### src/rtl/ntp_pkg.sv
// Shared NTP definitions: sequencer states, epoch offset and status bit positions.
// The VERIFY state is only reachable when NTP_SECONDS_VERIFY_EN is defined.
package ntp_pkg;

  typedef enum logic [2:0] {
    IDLE,
    WAIT_PPS,
    WRITE,
    VERIFY,
    DONE
  } seqState_t;

  // Seconds between the NTP era-0 epoch (1900) and the POSIX epoch (1970).
  localparam logic [31:0] NTP_SECONDS_AT_POSIX_EPOCH = 32'd2208988800;

  localparam int PPS_VALID_BIT     = 0;
  localparam int SECONDS_VALID_BIT = 1;

endpackage

### src/rtl/ntp_seconds_sequencer_if.sv
// Bundle of requester handshakes, NTP clock status and the seconds write port.
// master = requesters / NTP clock side, slave = the sequencer.
interface ntp_seconds_sequencer_if;

  logic        reqA;
  logic        reqB;
  logic [31:0] dataA;
  logic [31:0] dataB;
  logic        ackA;
  logic        ackB;
  logic        errA;
  logic        errB;
  logic        ppsToggle;
  logic        ppsValid;
  logic        secondsValid;
  logic        writeStrobe;
  logic [31:0] writeData;
  logic        busy;
  logic        lastOwner;

  modport master (
    output reqA, reqB, dataA, dataB, ppsToggle, ppsValid, secondsValid,
    input  ackA, ackB, errA, errB, writeStrobe, writeData, busy, lastOwner
  );

  modport slave (
    input  reqA, reqB, dataA, dataB, ppsToggle, ppsValid, secondsValid,
    output ackA, ackB, errA, errB, writeStrobe, writeData, busy, lastOwner
  );

endinterface

### src/rtl/ntp_seconds_sequencer_arbiter.sv
// Two-requester round-robin grant; on a tie the requester that did not own
// the port last time wins. lastOwner: 0 = A, 1 = B.
module ntp_rr_arbiter2 (
  input  logic clk,
  input  logic rst_n,
  input  logic reqA,
  input  logic reqB,
  input  logic update,
  input  logic ownerB,
  output logic grantValid,
  output logic grantB,
  output logic lastOwner
);

  assign grantValid = reqA | reqB;
  assign grantB     = reqB & (~reqA | ~lastOwner);

  // Reset to B so that A wins the first tie.
  always_ff @(posedge clk) begin
    if (!rst_n) begin
      lastOwner <= 1'b1;
    end else if (update) begin
      lastOwner <= ownerB;
    end
  end

endmodule

### src/rtl/ntp_seconds_sequencer.sv
// Arbitrates NTP seconds writes from two requesters and aligns each write to the
// cycle after a validated PPS edge. NTP_SECONDS_VERIFY_EN adds a secondsValid check.
module ntp_seconds_sequencer
  import ntp_pkg::*;
#(
  parameter int CLK_RATE      = 100000000,
  parameter int WAIT_TIMEOUT  = 2 * CLK_RATE,
  parameter int VERIFY_CYCLES = 16
) (
  input logic                     clk,
  input logic                     rst_n,
  ntp_seconds_sequencer_if.slave  bus
);

  localparam int                WAIT_W     = $clog2(WAIT_TIMEOUT + 1);
  localparam logic [WAIT_W-1:0] WAIT_LIMIT = WAIT_W'(WAIT_TIMEOUT);

`ifdef NTP_SECONDS_VERIFY_EN
  localparam int                  VERIFY_W    = $clog2(VERIFY_CYCLES + 1);
  localparam logic [VERIFY_W-1:0] VERIFY_LAST = VERIFY_W'(VERIFY_CYCLES - 1);
  logic [VERIFY_W-1:0]            verifyCount;
`endif

  seqState_t         state;
  logic              ownerB;
  logic [31:0]       latchedData;
  logic [WAIT_W-1:0] waitCount;
  logic              ppsSeen;
  logic              ppsEdge;
  logic              grantValid;
  logic              grantB;
  logic              lastOwner;

  assign ppsEdge       = bus.ppsToggle ^ ppsSeen;
  assign bus.lastOwner = lastOwner;

  ntp_rr_arbiter2 arbiter (
    .clk        (clk),
    .rst_n      (rst_n),
    .reqA       (bus.reqA),
    .reqB       (bus.reqB),
    .update     (state == DONE),
    .ownerB     (ownerB),
    .grantValid (grantValid),
    .grantB     (grantB),
    .lastOwner  (lastOwner)
  );

  // Edges seen while idle are dropped: latched data names the second that starts
  // at the next PPS after grant. ppsSeen follows the toggle even in reset.
  always_ff @(posedge clk) begin
    if (!rst_n) begin
      state           <= IDLE;
      ownerB          <= 1'b0;
      latchedData     <= '0;
      waitCount       <= '0;
      ppsSeen         <= bus.ppsToggle;
      bus.writeStrobe <= 1'b0;
      bus.writeData   <= '0;
      bus.ackA        <= 1'b0;
      bus.ackB        <= 1'b0;
      bus.errA        <= 1'b0;
      bus.errB        <= 1'b0;
      bus.busy        <= 1'b0;
`ifdef NTP_SECONDS_VERIFY_EN
      verifyCount     <= '0;
`endif
    end else begin
      ppsSeen         <= bus.ppsToggle;
      bus.writeStrobe <= 1'b0;
      bus.ackA        <= 1'b0;
      bus.ackB        <= 1'b0;
      bus.errA        <= 1'b0;
      bus.errB        <= 1'b0;

      case (state)
        IDLE: begin
          if (grantValid) begin
            state       <= WAIT_PPS;
            bus.busy    <= 1'b1;
            ownerB      <= grantB;
            latchedData <= grantB ? bus.dataB : bus.dataA;
            waitCount   <= '0;
          end
        end

        // Reaching the limit leaves the state, so the counter cannot wrap.
        WAIT_PPS: begin
          if (!bus.ppsValid || (waitCount == WAIT_LIMIT)) begin
            state    <= DONE;
            bus.ackA <= ~ownerB;
            bus.ackB <= ownerB;
            bus.errA <= ~ownerB;
            bus.errB <= ownerB;
          end else if (ppsEdge) begin
            state           <= WRITE;
            bus.writeStrobe <= 1'b1;
            bus.writeData   <= latchedData;
          end else begin
            waitCount <= waitCount + 1'b1;
          end
        end

        WRITE: begin
`ifdef NTP_SECONDS_VERIFY_EN
          state       <= VERIFY;
          verifyCount <= '0;
`else
          state    <= DONE;
          bus.ackA <= ~ownerB;
          bus.ackB <= ownerB;
`endif
        end

`ifdef NTP_SECONDS_VERIFY_EN
        VERIFY: begin
          if (bus.secondsValid) begin
            state    <= DONE;
            bus.ackA <= ~ownerB;
            bus.ackB <= ownerB;
          end else if (verifyCount == VERIFY_LAST) begin
            state    <= DONE;
            bus.ackA <= ~ownerB;
            bus.ackB <= ownerB;
            bus.errA <= ~ownerB;
            bus.errB <= ownerB;
          end else begin
            verifyCount <= verifyCount + 1'b1;
          end
        end
`endif

        DONE: begin
          state    <= IDLE;
          bus.busy <= 1'b0;
        end

        default: begin
          state    <= IDLE;
          bus.busy <= 1'b0;
        end
      endcase
    end
  end

endmodule

### src/flat_wrapper.sv
// flat-port wrapper written by rule: the top's interface ports become plain ports
module ntp_seconds_sequencer_flat import ntp_pkg::*;
#(
  parameter int CLK_RATE      = 100000000,
  parameter int WAIT_TIMEOUT  = 2 * CLK_RATE,
  parameter int VERIFY_CYCLES = 16
)
  (clk, rst_n, bus_reqA, bus_reqB, bus_dataA, bus_dataB, bus_ppsToggle, bus_ppsValid, bus_secondsValid, bus_ackA, bus_ackB, bus_errA, bus_errB, bus_writeStrobe, bus_writeData, bus_busy, bus_lastOwner);
  ntp_seconds_sequencer_if bus_i ();
  input logic clk;
  input logic rst_n;
  input wire logic [$bits(bus_i.reqA)-1:0] bus_reqA;
  input wire logic [$bits(bus_i.reqB)-1:0] bus_reqB;
  input wire logic [$bits(bus_i.dataA)-1:0] bus_dataA;
  input wire logic [$bits(bus_i.dataB)-1:0] bus_dataB;
  input wire logic [$bits(bus_i.ppsToggle)-1:0] bus_ppsToggle;
  input wire logic [$bits(bus_i.ppsValid)-1:0] bus_ppsValid;
  input wire logic [$bits(bus_i.secondsValid)-1:0] bus_secondsValid;
  output wire logic [$bits(bus_i.ackA)-1:0] bus_ackA;
  output wire logic [$bits(bus_i.ackB)-1:0] bus_ackB;
  output wire logic [$bits(bus_i.errA)-1:0] bus_errA;
  output wire logic [$bits(bus_i.errB)-1:0] bus_errB;
  output wire logic [$bits(bus_i.writeStrobe)-1:0] bus_writeStrobe;
  output wire logic [$bits(bus_i.writeData)-1:0] bus_writeData;
  output wire logic [$bits(bus_i.busy)-1:0] bus_busy;
  output wire logic [$bits(bus_i.lastOwner)-1:0] bus_lastOwner;
  assign bus_i.reqA = bus_reqA;
  assign bus_i.reqB = bus_reqB;
  assign bus_i.dataA = bus_dataA;
  assign bus_i.dataB = bus_dataB;
  assign bus_i.ppsToggle = bus_ppsToggle;
  assign bus_i.ppsValid = bus_ppsValid;
  assign bus_i.secondsValid = bus_secondsValid;
  assign bus_ackA = bus_i.ackA;
  assign bus_ackB = bus_i.ackB;
  assign bus_errA = bus_i.errA;
  assign bus_errB = bus_i.errB;
  assign bus_writeStrobe = bus_i.writeStrobe;
  assign bus_writeData = bus_i.writeData;
  assign bus_busy = bus_i.busy;
  assign bus_lastOwner = bus_i.lastOwner;
  ntp_seconds_sequencer #(.CLK_RATE(CLK_RATE), .WAIT_TIMEOUT(WAIT_TIMEOUT), .VERIFY_CYCLES(VERIFY_CYCLES)) u_core (.clk(clk), .rst_n(rst_n), .bus(bus_i));
endmodule
### config.mk
export PLATFORM = sky130hd
export DESIGN_NAME = ntp_seconds_sequencer_flat
export DESIGN_NICKNAME = d
export VERILOG_FILES = /design/src/rtl/ntp_pkg.sv /design/src/rtl/ntp_seconds_sequencer_if.sv /design/src/rtl/ntp_seconds_sequencer_arbiter.sv /design/src/rtl/ntp_seconds_sequencer.sv /design/src/flat_wrapper.sv
export SDC_FILE = /design/constraint.sdc
export NUM_CORES = 1
export LEC_CHECK = 0
export BUFFER_PORTS_ARGS = -buffer_cell sky130_fd_sc_hd__buf_2
export CORE_ASPECT_RATIO = 1.4
export CORE_MARGIN = 2
export CORE_UTILIZATION = 35
export DETAILED_ROUTE_END_ITERATION = 16
export HOLD_SLACK_MARGIN = 0.15
export SLEW_MARGIN = 20
export SYNTH_ARGS = -nofsm -noshare
export SYNTH_HDL_FRONTEND = slang
export SYNTH_SLANG_ARGS = --single-unit
### constraint.sdc
create_clock -name clk -period 4.05 [get_ports clk]
set_clock_uncertainty 0.05 [all_clocks]
set_input_delay 0.81 -clock clk [delete_from_list [all_inputs] [get_ports clk]]
set_output_delay 0.81 -clock clk [all_outputs]
set_load 0.005 [all_outputs]
==> flow_metrics.env <==
export IMPL_status="finished clean"
export IMPL_port_buffers=108
export IMPL_vias=4338
export IMPL_synth_seq_cells=104
export IMPL_path_cells="nor4_1, nand4_1, o31ai_4, buf_4, o211ai_4, a31oi_1"
export IMPL_power_total_mw=2.34
export IMPL_start_util=0.356
export IMPL_postSynthAreaPerCell_um2=8.94
export IMPL_worst_setup_path_type="register to register"
export IMPL_wl_per_cell_um=14.9
export IMPL_gp_congestion=0.791
export IMPL_relSlewSlack=0.442
export IMPL_io_pin_count=110
export IMPL_arrival_ns=2.72
export IMPL_synthArstFlopShare=0
export IMPL_finalHoldViolCount=0
export IMPL_remaining_drc_errors=0
export IMPL_cap_violations=0
export IMPL_cts_setup_buffers=0
export IMPL_rsz0062_at_grt="false"
export IMPL_coreArea_mm2=0.0133
export IMPL_clk_pin_slew_ns=0.07
export IMPL_critical_path_top_delay_family="compound AO/OA/AOI/OAI gates"
export IMPL_cpPeakStageDelay_ns=0.46
export IMPL_synthFlopType="dfxtp_1"
export IMPL_chipWidth_um=102
export IMPL_yosysSeqAreaShare=0.439
export IMPL_whs_ns=0.418
export IMPL_post_cts_resized=0
export IMPL_yosysWarnings=0
export IMPL_grt_usage=0.168
export IMPL_synth_edff_count=0
export IMPL_crit_path_end_kind="register"
export IMPL_setup_tns_ns=0
export IMPL_cts_buffers_inserted=9
export IMPL_netlist_instances=531
export IMPL_fin_cells=802
export IMPL_fp_row_count=50
export IMPL_clkLatencyLatePin_ns=0.35
export IMPL_syn_area_mm2=0.00475
export IMPL_area_growth_pct=21.1
export IMPL_wirelength_um=11900
export IMPL_grt_pass1_vias=4162
export IMPL_final_cell_mix="buf_2 (108), dfxtp_1 (104), nand2_1 (61)"
export IMPL_nets=688
export IMPL_placed_cells=786
export IMPL_cts_sinks=104
export IMPL_finalSetupViolations=0
export IMPL_antenna_found_initial=0
export IMPL_cp_required_ns=4.26
export IMPL_drv_slew=0
export IMPL_cts_hold_buffers=0
export IMPL_path_max_fanout=34
export IMPL_dr_pass1_iters=5
export IMPL_tightest_slew_ns=0.829
export IMPL_path_buf_inv=1
export IMPL_ir_drop_uv=266
export IMPL_grt_pass1_wl_um=19700
export IMPL_synthesis_nets=604
export IMPL_ant_nets=0
export IMPL_antenna_cells=0
export IMPL_cp_depth=6
export IMPL_drive_above_1_share=0.232
export IMPL_hpwl_um=8140
export IMPL_holdPathStages=1
export IMPL_viasPerCell=5.41
export IMPL_cts_root_buf="clkbuf_16"
export IMPL_cts_tree="done"
export IMPL_power_leakage_nw=2.47
export IMPL_die_h_um=142
export IMPL_ff2ff_path_depth=6
export IMPL_p_per_area_mw_per_mm2=408
export IMPL_fin_crit_sh=0.619
export IMPL_period_needed_ns=2.51
export IMPL_overflow=0
export IMPL_worstHoldPathType="register to register"
export IMPL_dieArea_mm2=0.0145
export IMPL_yosysUniqueCellTypes=45
export IMPL_critPathSlowestCell="nor4_1"
export IMPL_clock_fmax_ghz=0.399
export IMPL_startpoint_type="register"
export IMPL_grt_max_degree=74
export IMPL_drt_iter0_drc=265
export IMPL_cts_buffer_depth=2
export IMPL_htreeDepth=3
export IMPL_final_common_cell="buf_2"
==> path summary, 6_finish.rpt <==
path	startpoint	endpoint	slack [ns]
hold / removal	u_core.waitCount[27]$_SDFFE_PN0P_	u_core.waitCount[27]$_SDFFE_PN0P_	0.42
setup reg to reg	u_core.waitCount[3]$_SDFFE_PN0P_	u_core.waitCount[23]$_SDFFE_PN0P_	1.54
setup / recovery	u_core.waitCount[3]$_SDFFE_PN0P_	u_core.waitCount[23]$_SDFFE_PN0P_	1.54
hold reg to reg	u_core.waitCount[27]$_SDFFE_PN0P_	u_core.waitCount[27]$_SDFFE_PN0P_	0.42
==> synth_stat cells, types with 5 or more instances <==
cell        n  area (um2)
a21boi_0   32         240
a21oi_1    17        85.1
a31oi_1    29         181
a41oi_1     8        70.1
and3_1      7        43.8
buf_2       9        45.0
clkbuf_1   26        97.6
dfxtp_1   104        2080
mux2i_1    33         330
nand2_1    61         229
nand2b_1    6        37.5
nand3_1    40         200
nand4_1     8        50.1
nor2_1     13        48.8
nor3_1      6        30.0
nor4_1      5        31.3
o211a_1    32         320
o21ai_0    43         215
==> area by class of cell <==
cell class                      count  area (um2)
Tap cell                          182         228
Clock buffer                        9         225
Fill cell                        1323        7580
Inverter                            4        15.0
Multi-Input combinational cell    379        2490
Timing Repair Buffer              117         608
Clock inverter                      7        98.8
Sequential cell                   104        2080
==> per-layer routing <==
| layer | wire length [um] | track usage | part of all wire |
|---|---|---|---|
| met1 | 5040 | 0.205 | 0.42 |
| met2 | 5970 | 0.284 | 0.50 |
| met3 | 634 | 0.0340 | 0.053 |
| met4 | 290 | 0.0730 | 0.024 |
| met5 | 0 | 0 | 0 |
==> through the flow <==
stage               worst slack (ns)  area, um2   util
floorplan                       1.97       4750      -
global placement                1.36       5420  0.407
detailed placement              1.30       5420  0.407
CTS                             1.52       5750  0.431
global route                    1.36       5750  0.431
finish                          1.54       5750  0.431
==> report_power, final <==
part	internal, mW	switching (mW)
logic	0.119	0.164
clock network	0.548	0.403
registers	1.08	0.0324
total	1.74	0.599
==> state kept, by name (all words and copies together), names as in the netlist <==
register                  count
u_core.bus.writeData         32
u_core.latchedData           32
u_core.waitCount             28
u_core.state                  3
u_core.arbiter.lastOwner      1
u_core.bus.ackA               1
u_core.bus.ackB               1
u_core.bus.busy               1
u_core.bus.errA               1
u_core.bus.errB               1
u_core.bus.writeStrobe        1
u_core.ownerB                 1
u_core.ppsSeen                1
==> logic make-up (layout without fill, tap and decap cells) <==
logic type,count (synthesis),after routing,synth area share
flops,104,104,0.439
buf+inv,48,137,0.0459
xor+xnor,2,2,0.00369
simple gates,166,166,0.174
compound gates,176,176,0.263
fa+ha+maj,2,2,0.00527
mux,33,33,0.0696
Note: power is estimated with default switching activity, not from simulation.
